File: config.mk
export PLATFORM = sky130hd
export DESIGN_NAME = regfile_wb_arbiter
export DESIGN_NICKNAME = d
export VERILOG_FILES = /design/src/rtl/regfile_wb_arbiter.sv
export SDC_FILE = /design/constraint.sdc
export NUM_CORES = 1
export LEC_CHECK = 0
export CAP_MARGIN = 0
export CORE_ASPECT_RATIO = 0.9
export CORE_MARGIN = 1
export CORE_UTILIZATION = 30
export DETAILED_ROUTE_END_ITERATION = 8
export HOLD_SLACK_MARGIN = 0.03
export PLACE_DENSITY = 0.62
export SKIP_LAST_GASP = 1
export SYNTH_ARGS = -nofsm -noshare
export SYNTH_HDL_FRONTEND = slang
export SYNTH_SLANG_ARGS = --single-unit
File: constraint.sdc
create_clock -name clk -period 1.9 [get_ports clk]
set_input_delay 0.19 -clock clk [delete_from_list [all_inputs] [get_ports clk]]
set_output_delay 0.19 -clock clk [all_outputs]
set_load 0.02 [all_outputs]
File: src/rtl/regfile_wb_arbiter.sv
// Register-file write-port owner: clears x1..x(NUM_REGS-1) after reset, then
// round-robin arbitrates ALU (A) and load-unit (B) writebacks onto the port.
module regfile_wb_arbiter #(
    parameter int unsigned DATA_W         = 32,
    parameter int unsigned ADDR_W         = 5,
    parameter int unsigned NUM_REGS       = 32,
    parameter int unsigned CLEAR_ON_RESET = 1
) (
    input  logic              clk,
    input  logic              rst_n,
    input  logic              a_valid,
    output logic              a_ready,
    input  logic [ADDR_W-1:0] a_rd,
    input  logic [DATA_W-1:0] a_data,
    input  logic              b_valid,
    output logic              b_ready,
    input  logic [ADDR_W-1:0] b_rd,
    input  logic [DATA_W-1:0] b_data,
    output logic              RegWrite,
    output logic [ADDR_W-1:0] write_reg,
    output logic [DATA_W-1:0] write_data,
    output logic              init_done
);

    localparam logic [0:0] CLEAR = 1'b0;
    localparam logic [0:0] RUN   = 1'b1;
    localparam logic [0:0] RESET_STATE = (CLEAR_ON_RESET != 0) ? CLEAR : RUN;
    localparam logic       PRI_A = 1'b0;
    localparam logic       PRI_B = 1'b1;
    localparam logic [ADDR_W-1:0] LAST_IDX = ADDR_W'(NUM_REGS - 1);

    logic [0:0]        state, state_nxt;
    logic [ADDR_W-1:0] clr_idx, clr_idx_nxt;
    logic              pri, pri_nxt;
    logic              reg_write_nxt;
    logic [ADDR_W-1:0] write_reg_nxt;
    logic [DATA_W-1:0] write_data_nxt;
    logic              init_done_nxt;
    logic              in_run;

    // Grants: only in RUN, contention resolved by the round-robin pointer
    assign in_run  = (state == RUN);
    assign a_ready = in_run & a_valid & (~b_valid | (pri == PRI_A));
    assign b_ready = in_run & b_valid & (~a_valid | (pri == PRI_B));

    always_ff @(posedge clk or negedge rst_n) begin
        if (!rst_n) begin
            state      <= RESET_STATE;
            clr_idx    <= ADDR_W'(1);
            pri        <= PRI_A;
            RegWrite   <= 1'b0;
            write_reg  <= '0;
            write_data <= '0;
            init_done  <= 1'b0;
        end else begin
            state      <= state_nxt;
            clr_idx    <= clr_idx_nxt;
            pri        <= pri_nxt;
            RegWrite   <= reg_write_nxt;
            write_reg  <= write_reg_nxt;
            write_data <= write_data_nxt;
            init_done  <= init_done_nxt;
        end
    end

    always_comb begin
        state_nxt      = state;
        clr_idx_nxt    = clr_idx;
        pri_nxt        = pri;
        reg_write_nxt  = 1'b0;
        write_reg_nxt  = write_reg;
        write_data_nxt = write_data;
        init_done_nxt  = init_done;
        case (state)
            CLEAR: begin
                reg_write_nxt  = 1'b1;
                write_reg_nxt  = clr_idx;
                write_data_nxt = '0;
                clr_idx_nxt    = clr_idx + ADDR_W'(1);
                if (clr_idx == LAST_IDX) begin
                    state_nxt     = RUN;
                    init_done_nxt = 1'b1;
                end
            end
            default: begin
                init_done_nxt = 1'b1;
                // x0 writes are accepted but never reach the file
                if (a_ready) begin
                    pri_nxt = PRI_B;
                    if (a_rd != '0) begin
                        reg_write_nxt  = 1'b1;
                        write_reg_nxt  = a_rd;
                        write_data_nxt = a_data;
                    end
                end else if (b_ready) begin
                    pri_nxt = PRI_A;
                    if (b_rd != '0) begin
                        reg_write_nxt  = 1'b1;
                        write_reg_nxt  = b_rd;
                        write_data_nxt = b_data;
                    end
                end
            end
        endcase
    end

endmodule
==> results of run 1 <==
cells in the mapped netlist (all sizes together):
library cell  instances  area share, %
a211oi                1           0.30
mux2                 39             20
buf                   6            2.5
o21ai                35            7.0
a21oi                 2           0.55
inv                   1           0.15
ha                    2            1.0
nor4                  1           0.50
a221o                 1           0.40
or4                   2           0.90
nand3                36            7.2
clkbuf               13            1.9
nor2b                 1           0.25
o211ai                1           0.50
and3                  1           0.25
or2                   1           0.25
dfrtp                45             45
and2                  4            1.0
nor3                  1           0.20
a21boi                1           0.30
nor2                  6           0.90
nand2                34            5.1
dfstp                 1            1.0
xnor2                 3            1.0
or3                   1           0.25
a31oi                 3           0.75
nand2b                2           0.50
layout make-up:
type / instances / area [sq um] / area share [%]
inverters: 1 / 3.754 / 0.09410
clock buffers: 7 / 86.33 / 2.164
flip-flops and latches: 46 / 1152 / 28.89
clock inverters: 1 / 5.005 / 0.1255
repair buffers: 135 / 1368 / 34.28
multi-input cells: 178 / 1250 / 31.34
well taps: 99 / 123.9 / 3.105
through the flow:
step	util, %	cell area [sq um]	setup slack [ps]
after floorplan	-	2509	154.8
after global placement	48.20	3889	-211.9
after detailed placement	48.20	3889	-233.8
after CTS	49.44	3989	43.95
after global routing	49.44	3989	1.080
final	49.44	3989	69.44
layer usage:
layer | wire [um] | vias up
met5 | 0 | -
met4 | 100 | 0
met3 | 458 | 10
met2 | 3012 | 77
met1 | 3113 | 1028
li1 | - | 1109
report_power, final:
group          switching (W)  internal [W]
Sequential         0.0000888       0.00114
Clock               0.000316      0.000294
Combinational       0.000529      0.000697
Total               0.000933       0.00213
final timing paths:
| path | from | to | depth (start not counted) |
|---|---|---|---|
| min in group clk | init_done$_DFFE_PN0P_ | init_done$_DFFE_PN0P_ | 1 |
| hold / removal | rst_n | write_data[23]$_DFFE_PN0P_ | 2 |
| max in group asynchronous | rst_n | clr_idx[0]$_DFFE_PN1N_ | 3 |
| setup reg to reg | pri$_DFFE_PN0P_ | write_data[13]$_DFFE_PN0P_ | 5 |
| hold reg to reg | init_done$_DFFE_PN0P_ | init_done$_DFFE_PN0P_ | 1 |
| setup / recovery | in_run$_DFF_PN0_ | b_ready | 3 |
cells by family after synthesis:
group                      share of synthesized area [%]
AOI/OAI and AO/OA                                  9.776
xor gates and xnor gates                           1.048
adders and majority gates                         0.9973
buffers and inverters                              4.638
DFF                                                45.94
muxes                                              20.35
and+or+nand+nor                                    17.26
repair_timing:
item / CTS / global route
endpoints found under the hold margin: 22 / 0
hold buffers: 1 / 0
setup endpoints to repair: 1 / 0
resized for setup: 1 / 0
placed cells by master, fill, tap and decap left out, drive strengths merged, types with 2 or more instances in the layout:
cell | netlist | final
a31oi | 3 | 3
dfrtp | 45 | 45
clkdlybuf4s50 | 0 | 116
mux2 | 39 | 39
xnor2 | 3 | 3
and2 | 4 | 4
o21ai | 35 | 35
ha | 2 | 2
nand2 | 34 | 34
nand2b | 2 | 2
nor2 | 6 | 6
a21oi | 2 | 2
buf | 6 | 17
nand3 | 36 | 36
clkbuf | 13 | 7
or4 | 2 | 2
==> flow_summary.ini, run 1 <==
[floorplanning]
start_util_pct = 31.09
die_area_sq_um = 8732
rows = 31
die_w_um = 98.39
coreArea_sq_um = 8068
io_pins = 119
die_y_um = 88.75

[run]
cap_viol_max_count = 0

[worst_setup_path]
critical_path_required_ps = 1710
crit_type = register to primary output
cpMostUsedCell = and2_1
start_kind = register
crit_chain = and2_1, and2_1, clkdlybuf4s50_1
cp_num_buf_inv = 1
cpMaxStageDelayCell = clkdlybuf4s50_1
rrSetupSlack_ps = 250
cpPeakStageDelay_ps = 600
critical-path-top-delay-family = buffers and inverters
endpoint_kind = primary output
cp_max_fo = 5
worstPathArrival_ps = 1640

[synth]
synth_nets = 324
syn_area_per_cell_sq_um = 10.28
yosysSeqAreaShare_pct = 45.94
yosysWarnings = 0
synth-seq-cells = 46
ys_types = 32
syn-instance-count = 244
syn_area_sq_um = 2509

[pwr]
power_density_nw_per_um2 = 767.9
p_total_w = 0.003063
vdd_ir_drop_max_mv = 0.4439
p_leak_nw = 1.749

[grt]
grt_use_met3_pct = 3.949
top_usage_layer = met2
grt_pass1_vias = 2076
grt_max_degree = 36
grt_use_total_pct = 15.70
overflow = 0
met1_usage_pct = 21.02
antenna_found_initial = 0
grt_pass1_wl_mm = 10.50
met2_usage_pct = 24.90

[clock_network]
cts_tree = yes
postCtsSetupRepairBufs = 0
cts.sinks = 46
htreeDepth = 2
clk_path_buf_depth = 2
clk_pin_slew_ps = 80
cts_buffers = 5
cts_root_buf = clkbuf_8
clk_latency_ps = 290

[layout]
diodes = 0
layout-drive-gt1-share_pct = 19.29
syn2layout_area_growth_pct = 59.00
n_fill_cell = 761
final_cell_count_no_fill = 467
largest_reg_flops = 32
nets = 447

[timing]
slew_headroom_pct = 63.90
slew_violations = 0
rsz0062_at_grt = no
final.setup.tns_ps = 0
fin_worst_skew_ps = 3.046
worst_pin_slew_ps = 541.6
timing.fmax_mhz = 546.3
holdWs_ps = 420.0
setup_viol = 0
hold_viol = 0
fin_crit_sh_pct = 96.35
fin_crit_ps = 1831

[route]
vias_per_cell = 4.762
wl_mm = 6.685
drc = 9
drt_iter0_markers = 115
ant_nets = 0
dr.pass1.iters = 7
dr_total_vias = 2224
wl_per_cell_um = 14.31

[placed_design]
place_inst = 458
gp_congestion = 0.8266
portBuffers = 118
place_hpwl_mm = 4.885

[worst_hold_path]
hp-class = input pin to asynchronous set/reset pin

[outcome]
outcome = finished, violations left
violations = DRC
Power figures use the tool's default switching activity.
==> inputs of run 2 (changes only) <==
Settings changed: SETUP_SLACK_MARGIN set to 0.4.
Clock period 1.9 ns to 2.05 ns, I/O delays scaled along.
==> run 2 against run 1 <==
  * Clock-buffer cell count fell by 2
  * Die area is the same
  * The run still ends with DRC left
  * Cell area up 1.8%
  * Routed wire length rose by 4.5%
  * Critical path depth up 4
  * Final cell count grew 0.21%
==> flow_summary.ini, run 2 (synthesis results as in run 1) <==
[outcome]
outcome = finished, violations left
violations = DRC

[layout]
diodes = 0
nets = 448
largest_reg_flops = 32
syn2layout_area_growth_pct = 61.90
final_cell_mix = clkdlybuf4s50_1, dfrtp_1, nand3_1
fin_util_pct = 50.34
mostFrequentLayoutCell = clkdlybuf4s50_1
n_fill_cell = 779
layout-drive-gt1-share_pct = 22.49

[route]
wl_per_cell_um = 14.93
dr.pass1.iters = 8
vias_per_cell = 4.885
ant_nets = 0
drt_iter0_markers = 40
drc = 10
wl_mm = 6.988
dr_total_vias = 2286

[pwr]
p_total_w = 0.002972
power_density_nw_per_um2 = 731.8
p_leak_nw = 1.794
vdd_ir_drop_max_mv = 0.2746

[timing]
fin_crit_sh_pct = 79.59
timing.fmax_mhz = 612.9
slew_violations = 0
rsz0062_at_grt = yes
fin_worst_skew_ps = 5.638
final.setup.tns_ps = 0
fin_crit_ps = 1632
hold_viol = 0
setup_viol = 0
slew_headroom_pct = 73.48
worst_pin_slew_ps = 397.8

[grt]
grt_max_degree = 47
grt_pass1_vias = 2212
grt_pass1_wl_mm = 10.96
grt_use_total_pct = 16.03
antenna_found_initial = 0
overflow = 0

[worst_hold_path]
hp-class = input pin to register

[floorplanning]
coreArea_sq_um = 8068
io_pins = 119
rows = 31
die_w_um = 98.39
start_util_pct = 31.09
die_area_sq_um = 8732
die_y_um = 88.75

[worst_setup_path]
worstPathArrival_ps = 1810
endpoint_kind = register
critical_path_required_ps = 2230
start_kind = input pin
cp_max_fo = 8
crit_type = input pin to register

[clock_network]
cts_buffers = 5
cts.sinks = 46
cts_root_buf = clkbuf_8
cts_tree = yes
clk_latency_ps = 290
clk_pin_slew_ps = 90
htreeDepth = 2
clk_path_buf_depth = 2

[placed_design]
portBuffers = 118
place_hpwl_mm = 4.970
gp_congestion = 0.7931

[run]
cap_viol_max_count = 0
-- run 2: cell type report --
type | count | area [sq um] | share of cell area [%]
Clock buffer | 5 | 68.82 | 1.694
Clock inverter | 3 | 45.04 | 1.109
Inverter | 1 | 3.754 | 0.09242
Multi-Input combinational cell | 178 | 1300 | 32.01
Sequential cell | 46 | 1154 | 28.40
Tap cell | 99 | 123.9 | 3.050
Timing Repair Buffer | 136 | 1366 | 33.64
-- run 2: final timing paths --
kind	to	cells after the start	start	slack, ps
setup / recovery	write_data[25]$_DFFE_PN0P_	7	b_rd[0]	420
hold / removal	write_reg[1]$_DFFE_PN0P_	4	b_rd[1]	400
setup reg to reg	write_data[25]$_DFFE_PN0P_	6	pri$_DFFE_PN0P_	420
hold reg to reg	init_done$_DFFE_PN0P_	1	init_done$_DFFE_PN0P_	480
max in group asynchronous	clr_idx[0]$_DFFE_PN1N_	3	rst_n	1360
min in group asynchronous	write_data[14]$_DFFE_PN0P_	3	rst_n	420
-- run 2: through the flow --
step           hold WS, ps  std cells  setup slack, ps  area (sq um)
4_1_cts              392.1        468            274.8          4029
5_1_grt              426.5        468            357.1          4061
6_report             399.6        468            418.3          4061
3_3_place_gp         213.5        456           -62.97          3849
3_5_place_dp         209.1        456           -82.65          3849
2_1_floorplan       -90.59        244            404.5          2510
-- run 2: repair_timing --
item | CTS | global route
buffers inserted | 2 | 0
pin swaps | 5 | 4
endpoints found under the setup margin | 39 | 39
cloned | 1 | 0
hold buffers | 1 | 0
resized for setup | 30 | 13
hold endpoints to repair | 45 | 0
-- run 2: where the power goes --
group          leakage, nW  switching, W  internal, W
Clock               0.0504      0.000303     0.000362
Sequential           0.547     0.0000838      0.00106
Combinational         1.20      0.000506     0.000662
-- run 2: routing by layer --
layer  GRT usage, %  vias to the layer above  share of wire, %
li1               -                     1104                 -
met1          21.39                     1088                44
met2          25.67                       89                46
met3          5.055                        5               9.6
met4          3.664                        0              0.57
met5              0                        -                 0
-- run 2: critical path: stages --
cell and delay (ps):
clkdlybuf4s15_1 190, or4_4 520, o211ai_4 220, a21oi_4 100, buf_6 130, buf_16 140, mux2_4 290
